File: src/rtl/score_keeper_if.sv
// Score/combo/sound bus between the judge side and the score keeper.
//   i_Start        1-cycle pulse: clear everything and enter PLAY
//   i_Stop         1-cycle pulse: end of song, enter DONE
//   i_Judge_Valid  judgment strobe, one cycle per note
//   i_Judge        01 PERFECT, 10 GOOD, 11 MISS, 00 ignored
//   o_Score        current score, saturating
//   o_Combo        current combo, saturating
//   o_Max_Combo    highest combo this game
//   o_Sound_Cmd    00 silent, 01 perfect, 10 good, 11 miss tone
//   o_Playing      high while in PLAY
// master = judge/game side, slave = score_keeper.
interface score_keeper_if;
  logic        i_Start;
  logic        i_Stop;
  logic        i_Judge_Valid;
  logic [1:0]  i_Judge;
  logic [15:0] o_Score;
  logic [7:0]  o_Combo;
  logic [7:0]  o_Max_Combo;
  logic [1:0]  o_Sound_Cmd;
  logic        o_Playing;

  modport master (
    output i_Start, i_Stop, i_Judge_Valid, i_Judge,
    input  o_Score, o_Combo, o_Max_Combo, o_Sound_Cmd, o_Playing
  );

  modport slave (
    input  i_Start, i_Stop, i_Judge_Valid, i_Judge,
    output o_Score, o_Combo, o_Max_Combo, o_Sound_Cmd, o_Playing
  );
endinterface

File: src/rtl/score_keeper.sv
// Score keeper: accumulates a saturating score with a combo-tier bonus,
// tracks current/maximum combo and issues a held sound command per judgment.
// Ports:
//   i_Clk    system clock
//   i_Rst_n  synchronous active-low reset
//   bus      score_keeper_if.slave (start/stop/judgment in, score/combo/sound out)
// All outputs are registered; a judgment sampled at edge N shows after edge N.
module score_keeper #(
  parameter int PERFECT_PTS = 10,
  parameter int GOOD_PTS    = 5,
  parameter int SCORE_MAX   = 9999,
  parameter int COMBO_MAX   = 99,
  parameter int BONUS_STEP  = 10,
  parameter int TIER_MAX    = 4,
  parameter int SND_HOLD    = 2500000
) (
  input  logic          i_Clk,
  input  logic          i_Rst_n,
  score_keeper_if.slave bus
);

  localparam int TW = $clog2(TIER_MAX + 1) < 1 ? 1 : $clog2(TIER_MAX + 1);
  localparam int SW = $clog2(BONUS_STEP + 1) < 1 ? 1 : $clog2(BONUS_STEP + 1);
  localparam int HW = $clog2(SND_HOLD + 1) < 1 ? 1 : $clog2(SND_HOLD + 1);

  localparam logic [TW-1:0] TIER_TOP    = TW'(TIER_MAX);
  localparam logic [SW-1:0] STREAK_LAST = SW'(BONUS_STEP - 1);
  localparam logic [HW-1:0] HOLD        = HW'(SND_HOLD);
  localparam logic [HW-1:0] HOLD_ONE    = HW'(1);
  localparam logic [16:0]   SCORE_TOP   = 17'(SCORE_MAX);
  localparam logic [7:0]    COMBO_TOP   = 8'(COMBO_MAX);

  typedef enum logic [1:0] {IDLE, PLAY, DONE} state_t;

  state_t        state, state_nxt;
  logic [15:0]   score, score_nxt;
  logic [7:0]    combo, combo_nxt;
  logic [7:0]    max_combo, max_combo_nxt;
  logic [TW-1:0] tier, tier_nxt;
  logic [SW-1:0] streak, streak_nxt;
  logic [HW-1:0] timer, timer_nxt;
  logic [1:0]    snd, snd_nxt;

  logic          take;
  logic          hit;
  logic          miss;
  logic [16:0]   sum;

  // State and datapath registers
  always_ff @(posedge i_Clk) begin
    if (!i_Rst_n) begin
      state     <= IDLE;
      score     <= '0;
      combo     <= '0;
      max_combo <= '0;
      tier      <= '0;
      streak    <= '0;
      timer     <= '0;
      snd       <= '0;
    end else begin
      state     <= state_nxt;
      score     <= score_nxt;
      combo     <= combo_nxt;
      max_combo <= max_combo_nxt;
      tier      <= tier_nxt;
      streak    <= streak_nxt;
      timer     <= timer_nxt;
      snd       <= snd_nxt;
    end
  end

  // Next state: start always wins, stop only matters in PLAY
  always_comb begin
    state_nxt = state;
    if (bus.i_Start)
      state_nxt = PLAY;
    else if (state == PLAY && bus.i_Stop)
      state_nxt = DONE;
  end

  // Judgment qualification; a judgment coinciding with start is dropped
  always_comb begin
    take = (state == PLAY) && bus.i_Judge_Valid && !bus.i_Start;
    hit  = take && (bus.i_Judge == 2'b01 || bus.i_Judge == 2'b10);
    miss = take && (bus.i_Judge == 2'b11);
  end

  // Next datapath values
  always_comb begin
    score_nxt     = score;
    combo_nxt     = combo;
    max_combo_nxt = max_combo;
    tier_nxt      = tier;
    streak_nxt    = streak;
    timer_nxt     = timer;
    snd_nxt       = snd;
    sum           = {1'b0, score} + 17'(tier) +
                    ((bus.i_Judge == 2'b01) ? 17'(PERFECT_PTS) : 17'(GOOD_PTS));

    if (bus.i_Start) begin
      score_nxt     = '0;
      combo_nxt     = '0;
      max_combo_nxt = '0;
      tier_nxt      = '0;
      streak_nxt    = '0;
      timer_nxt     = '0;
      snd_nxt       = '0;
    end else begin
      // Hold timer runs in every state so a tone issued with stop finishes
      if (timer != '0) begin
        timer_nxt = timer - 1'b1;
        if (timer == HOLD_ONE)
          snd_nxt = '0;
      end

      if (hit) begin
        score_nxt = (sum > SCORE_TOP) ? SCORE_TOP[15:0] : sum[15:0];
        combo_nxt = (combo < COMBO_TOP) ? combo + 8'd1 : COMBO_TOP;
        if (combo_nxt > max_combo)
          max_combo_nxt = combo_nxt;
        if (streak == STREAK_LAST) begin
          streak_nxt = '0;
          if (tier < TIER_TOP)
            tier_nxt = tier + 1'b1;
        end else begin
          streak_nxt = streak + 1'b1;
        end
        snd_nxt   = bus.i_Judge;
        timer_nxt = HOLD;
      end else if (miss) begin
        combo_nxt  = '0;
        streak_nxt = '0;
        tier_nxt   = '0;
        snd_nxt    = 2'b11;
        timer_nxt  = HOLD;
      end

      // Entering DONE silences the output unless a judgment came with stop
      if (state == PLAY && bus.i_Stop && !hit && !miss) begin
        snd_nxt   = '0;
        timer_nxt = '0;
      end
    end
  end

  assign bus.o_Score     = score;
  assign bus.o_Combo     = combo;
  assign bus.o_Max_Combo = max_combo;
  assign bus.o_Sound_Cmd = snd;
  assign bus.o_Playing   = (state == PLAY);

endmodule

File: src/flat_wrapper.sv
// flat-port wrapper written by rule: the top's interface ports become plain ports
module score_keeper_flat 
#(
  parameter int PERFECT_PTS = 10,
  parameter int GOOD_PTS    = 5,
  parameter int SCORE_MAX   = 9999,
  parameter int COMBO_MAX   = 99,
  parameter int BONUS_STEP  = 10,
  parameter int TIER_MAX    = 4,
  parameter int SND_HOLD    = 2500000
)
  (i_Clk, i_Rst_n, bus_i_Start, bus_i_Stop, bus_i_Judge_Valid, bus_i_Judge, bus_o_Score, bus_o_Combo, bus_o_Max_Combo, bus_o_Sound_Cmd, bus_o_Playing);
  score_keeper_if bus_i ();
  input  logic i_Clk;
  input  logic i_Rst_n;
  input wire logic [$bits(bus_i.i_Start)-1:0] bus_i_Start;
  input wire logic [$bits(bus_i.i_Stop)-1:0] bus_i_Stop;
  input wire logic [$bits(bus_i.i_Judge_Valid)-1:0] bus_i_Judge_Valid;
  input wire logic [$bits(bus_i.i_Judge)-1:0] bus_i_Judge;
  output wire logic [$bits(bus_i.o_Score)-1:0] bus_o_Score;
  output wire logic [$bits(bus_i.o_Combo)-1:0] bus_o_Combo;
  output wire logic [$bits(bus_i.o_Max_Combo)-1:0] bus_o_Max_Combo;
  output wire logic [$bits(bus_i.o_Sound_Cmd)-1:0] bus_o_Sound_Cmd;
  output wire logic [$bits(bus_i.o_Playing)-1:0] bus_o_Playing;
  assign bus_i.i_Start = bus_i_Start;
  assign bus_i.i_Stop = bus_i_Stop;
  assign bus_i.i_Judge_Valid = bus_i_Judge_Valid;
  assign bus_i.i_Judge = bus_i_Judge;
  assign bus_o_Score = bus_i.o_Score;
  assign bus_o_Combo = bus_i.o_Combo;
  assign bus_o_Max_Combo = bus_i.o_Max_Combo;
  assign bus_o_Sound_Cmd = bus_i.o_Sound_Cmd;
  assign bus_o_Playing = bus_i.o_Playing;
  score_keeper #(.PERFECT_PTS(PERFECT_PTS), .GOOD_PTS(GOOD_PTS), .SCORE_MAX(SCORE_MAX), .COMBO_MAX(COMBO_MAX), .BONUS_STEP(BONUS_STEP), .TIER_MAX(TIER_MAX), .SND_HOLD(SND_HOLD)) u_core (.i_Clk(i_Clk), .i_Rst_n(i_Rst_n), .bus(bus_i));
endmodule
File: config.mk
export PLATFORM = sky130hd
export DESIGN_NAME = score_keeper_flat
export DESIGN_NICKNAME = d
export VERILOG_FILES = /design/src/rtl/score_keeper_if.sv /design/src/rtl/score_keeper.sv /design/src/flat_wrapper.sv
export SDC_FILE = /design/constraint.sdc
export NUM_CORES = 1
export LEC_CHECK = 0
export ABC_AREA = 0
export CAP_MARGIN = 20
export CORE_UTILIZATION = 40
export CTS_BUF_LIST = sky130_fd_sc_hd__clkbuf_16
export CTS_CLUSTER_DIAMETER = 30
export CTS_CLUSTER_SIZE = 28
export DETAILED_ROUTE_END_ITERATION = 8
export GPL_TIMING_DRIVEN = 0
export PLACE_DENSITY = 0.59
export SYNTH_ARGS = -nofsm -noshare
export SYNTH_HDL_FRONTEND = slang
export SYNTH_SLANG_ARGS = --single-unit
File: constraint.sdc
create_clock -name i_Clk -period 7.5 [get_ports i_Clk]
set_input_delay 1.5 -clock i_Clk [delete_from_list [all_inputs] [get_ports i_Clk]]
set_output_delay 1.5 -clock i_Clk [all_outputs]
set_load 0.01 [all_outputs]
==> metrics.cfg <==
[run_status]
run_status = complete, no violations

[setup_path]
cpLargestDelayFamily = adder cells
startpoint_type = input pin
cpMostUsedCell = ha_1
slowest_delay_ns = 0.51
slowest_stage = clkdlybuf4s50_1
cp_max_fo = 10
required_ns = 7.75
worst_ep_arrival_time_ns = 5.38
crit_chain = clkdlybuf4s50_1, inv_1, ha_1, xnor2_1, ha_1, a21o_1, ha_1, fa_1, nand3_1, a211o_1, nand4b_1, mux2i_1, and3_1, clkbuf_1, nand4_1, a31oi_1
critPathKind = input pin to flop
cp_num_buf_inv = 3
cp-end-kind = flop

[grt]
grt_overflow = 0
grt_pass1_vias = 3057
grt_max_degree = 11
antenna_found_initial = 0
grt_usage_pct = 19.4
grt_pass1_wl_mm = 14.7

[cts]
cts_hold_buffers = 0
clockBufferDepth = 2
cts_inserted_buffers = 9
cts_root_buf = clkbuf_16
path_clk_slew_ns = 0.05
ctsHtreeMaxLevel = 3
cts.repair.resized = 0
cts_tree = done
cts_setup_buffers = 0
cts_sinks = 65
clkLatencyLatePin_ns = 0.33

[synthesis]
synth_top_cell_area_share_pct = 35.9
synth_cell_types = 59
synth-seq-area-share_pct = 35.9
yosys.cell_count.top_type = dfxtp_1
postSynthCellCount = 430
async_reset_ff_share_pct = 0
synth_area_per_cell_sq_um = 8.43
ys.flop_type = dfxtp_1
ys_top_cells_by_count = 65 x dfxtp_1, 52 x nor2_1, 27 x a21oi_1, 26 x nand2_1, 24 x ha_1
yosysTopAreaCell = dfxtp_1
synthTopCellsByArea = dfxtp_1 36%, ha_1 8.3%, nor2_1 5.4%, xnor2_1 4.6%, a21oi_1 3.7%
synth_seq_cells = 65
ys.warnings.count = 0
synth_edf_count = 0
syn_area_sq_um = 3620
synth_nets = 463

[finish]
final_area_sq_um = 4470
antennaDiodeCount = 0
drive_gt1_share_pct = 5.54
nNetsFinal = 515
area_growth_syn_to_layout_pct = 23.4
stdcell_count = 595

[worst_hold_path]
min_path_type = flop to flop

[placement]
place_area_sq_um = 4170
place_inst = 579
port_buffers = 41
place_ws_ns = 2.07
dpl.hpwl_mm = 6.40
gp_congestion = 0.829

[timing]
whs_ns = 0.470
setup_viol = 0
worst_slack_ns = 2.37
period_share_pct = 68.5
fin_tns_setup_ns = 0
worst_pin_slew_ns = 0.854
rsz0062_at_grt = false
min_period_ns = 5.13
fin_skew_ns = 0.00599
slew_violations = 0
slew_headroom_pct = 42.7
max_clock_freq_ghz = 0.195
hold_violations = 0

[pwr]
ir_drop_mv = 0.138
powerDensity_nw_per_um2 = 293
p_leak_uw = 0.00171

[floorplan]
initial_utilization_pct = 41.4
die_area_sq_um = 9450
core_area_sq_um = 8760
die_h_um = 97.2
die_w_um = 97.2
io_pins = 42
rows = 34

[detailed_routing]
vias = 3217
drt-total-wl_mm = 8.84
postRouteAntennaNets = 0
viasPerCell = 5.41
detail_route.wl_per_cell_um = 14.8
drt_iter0_drc = 122
drt-pass1-iter-count = 4
drc = 0

[job]
drv_cap = 0

## metal layers
layer	vias to the layer above	global-route usage, %	routed length (um)
li1	1654	-	-
met1	1486	27.8	4650
met2	65	28.5	3730
met3	12	3.60	310
met4	0	8.04	143
met5	-	0	0
## where the power goes
part           switching [uW]  total, uW  internal, uW  leakage, uW
clock network             148        433           285     0.000158
registers                37.5        422           384     0.000526
logic                     246        458           212      0.00103
total                     431       1310           882      0.00171
## worst paths after layout
path	slack (ns)	cells after the start	endpoint	startpoint
max	2.37	16	u_core.bus.o_Score[7]$_SDFFE_PP0P_	bus_i_Judge[1]
min	0.47	2	u_core.bus.o_Max_Combo[7]$_SDFFE_PP0P_	u_core.bus.o_Max_Combo[7]$_SDFFE_PP0P_
max reg2reg	3.84	13	u_core.bus.o_Max_Combo[3]$_SDFFE_PP0P_	u_core.bus.o_Combo[0]$_SDFFE_PP0P_
min reg2reg	0.47	2	u_core.bus.o_Max_Combo[7]$_SDFFE_PP0P_	u_core.bus.o_Max_Combo[7]$_SDFFE_PP0P_
## kinds of logic (layout without fill, tap and decap cells)
family                     Yosys count  in the layout  synth area share, %
buffers and inverters               39             96                 4.11
adders and majority gates           26             26                 9.39
xor gates and xnor gates            26             26                 6.28
other                                1              1                0.103
and+or+nand+nor                    172            172                 24.9
AOI/OAI and AO/OA                   94             94                 17.4
DFF                                 65             65                 35.9
muxes                                7              7                 1.93
## registers in the layout (all words and copies together), names as in the netlist
register and count:
u_core.bus.o_Sound_Cmd 2, u_core.bus.o_Combo 8, u_core.bus.o_Score 16, u_core.timer 22, u_core.tier 3, u_core.streak 4, u_core.state 2, u_core.bus.o_Max_Combo 8
## placed cells by master (no fill, tap or decap), types with 14 or more instances in the layout
master	count
dfxtp_1	65
nor2_1	52
clkdlybuf4s50_1	41
a21oi_1	27
nand2_1	26
inv_1	25
ha_1	24
xnor2_1	19
nand3_1	15
o21ai_0	14
## stage by stage
stage | utilization (%) | total power (uW)
finish | 51.1 | 1310
global route | 51.1 | 1410
CTS | 51.1 | 1320
detailed placement | 47.6 | 884
global placement | 47.6 | 874
floorplan | - | 804
## area by class of cell
cell class / count / area [sq um]
sequential: 65 / 1300
inverter: 22 / 82.6
fill: 855 / 4290
clock inverter: 7 / 78.8
clock buffer: 9 / 225
multi-input combinational: 326 / 2170
timing repair buffer: 41 / 410
tap: 108 / 135
buffer: 17 / 66.3
## worst register-to-register path, stage by stage (launching register included)
cell and delay, ns:
dfxtp_1 0.35, ha_1 0.27, or4_1 0.45, a31oi_1 0.55, nand2b_1 0.21, ha_1 0.34
nor2b_1 0.13, o21a_1 0.11, o21a_1 0.11, o21bai_1 0.07, a21oi_1 0.16, buf_1 0.47
mux2i_1 0.25, nor2_1 0.06
Note: power is estimated with default switching activity, not from simulation.
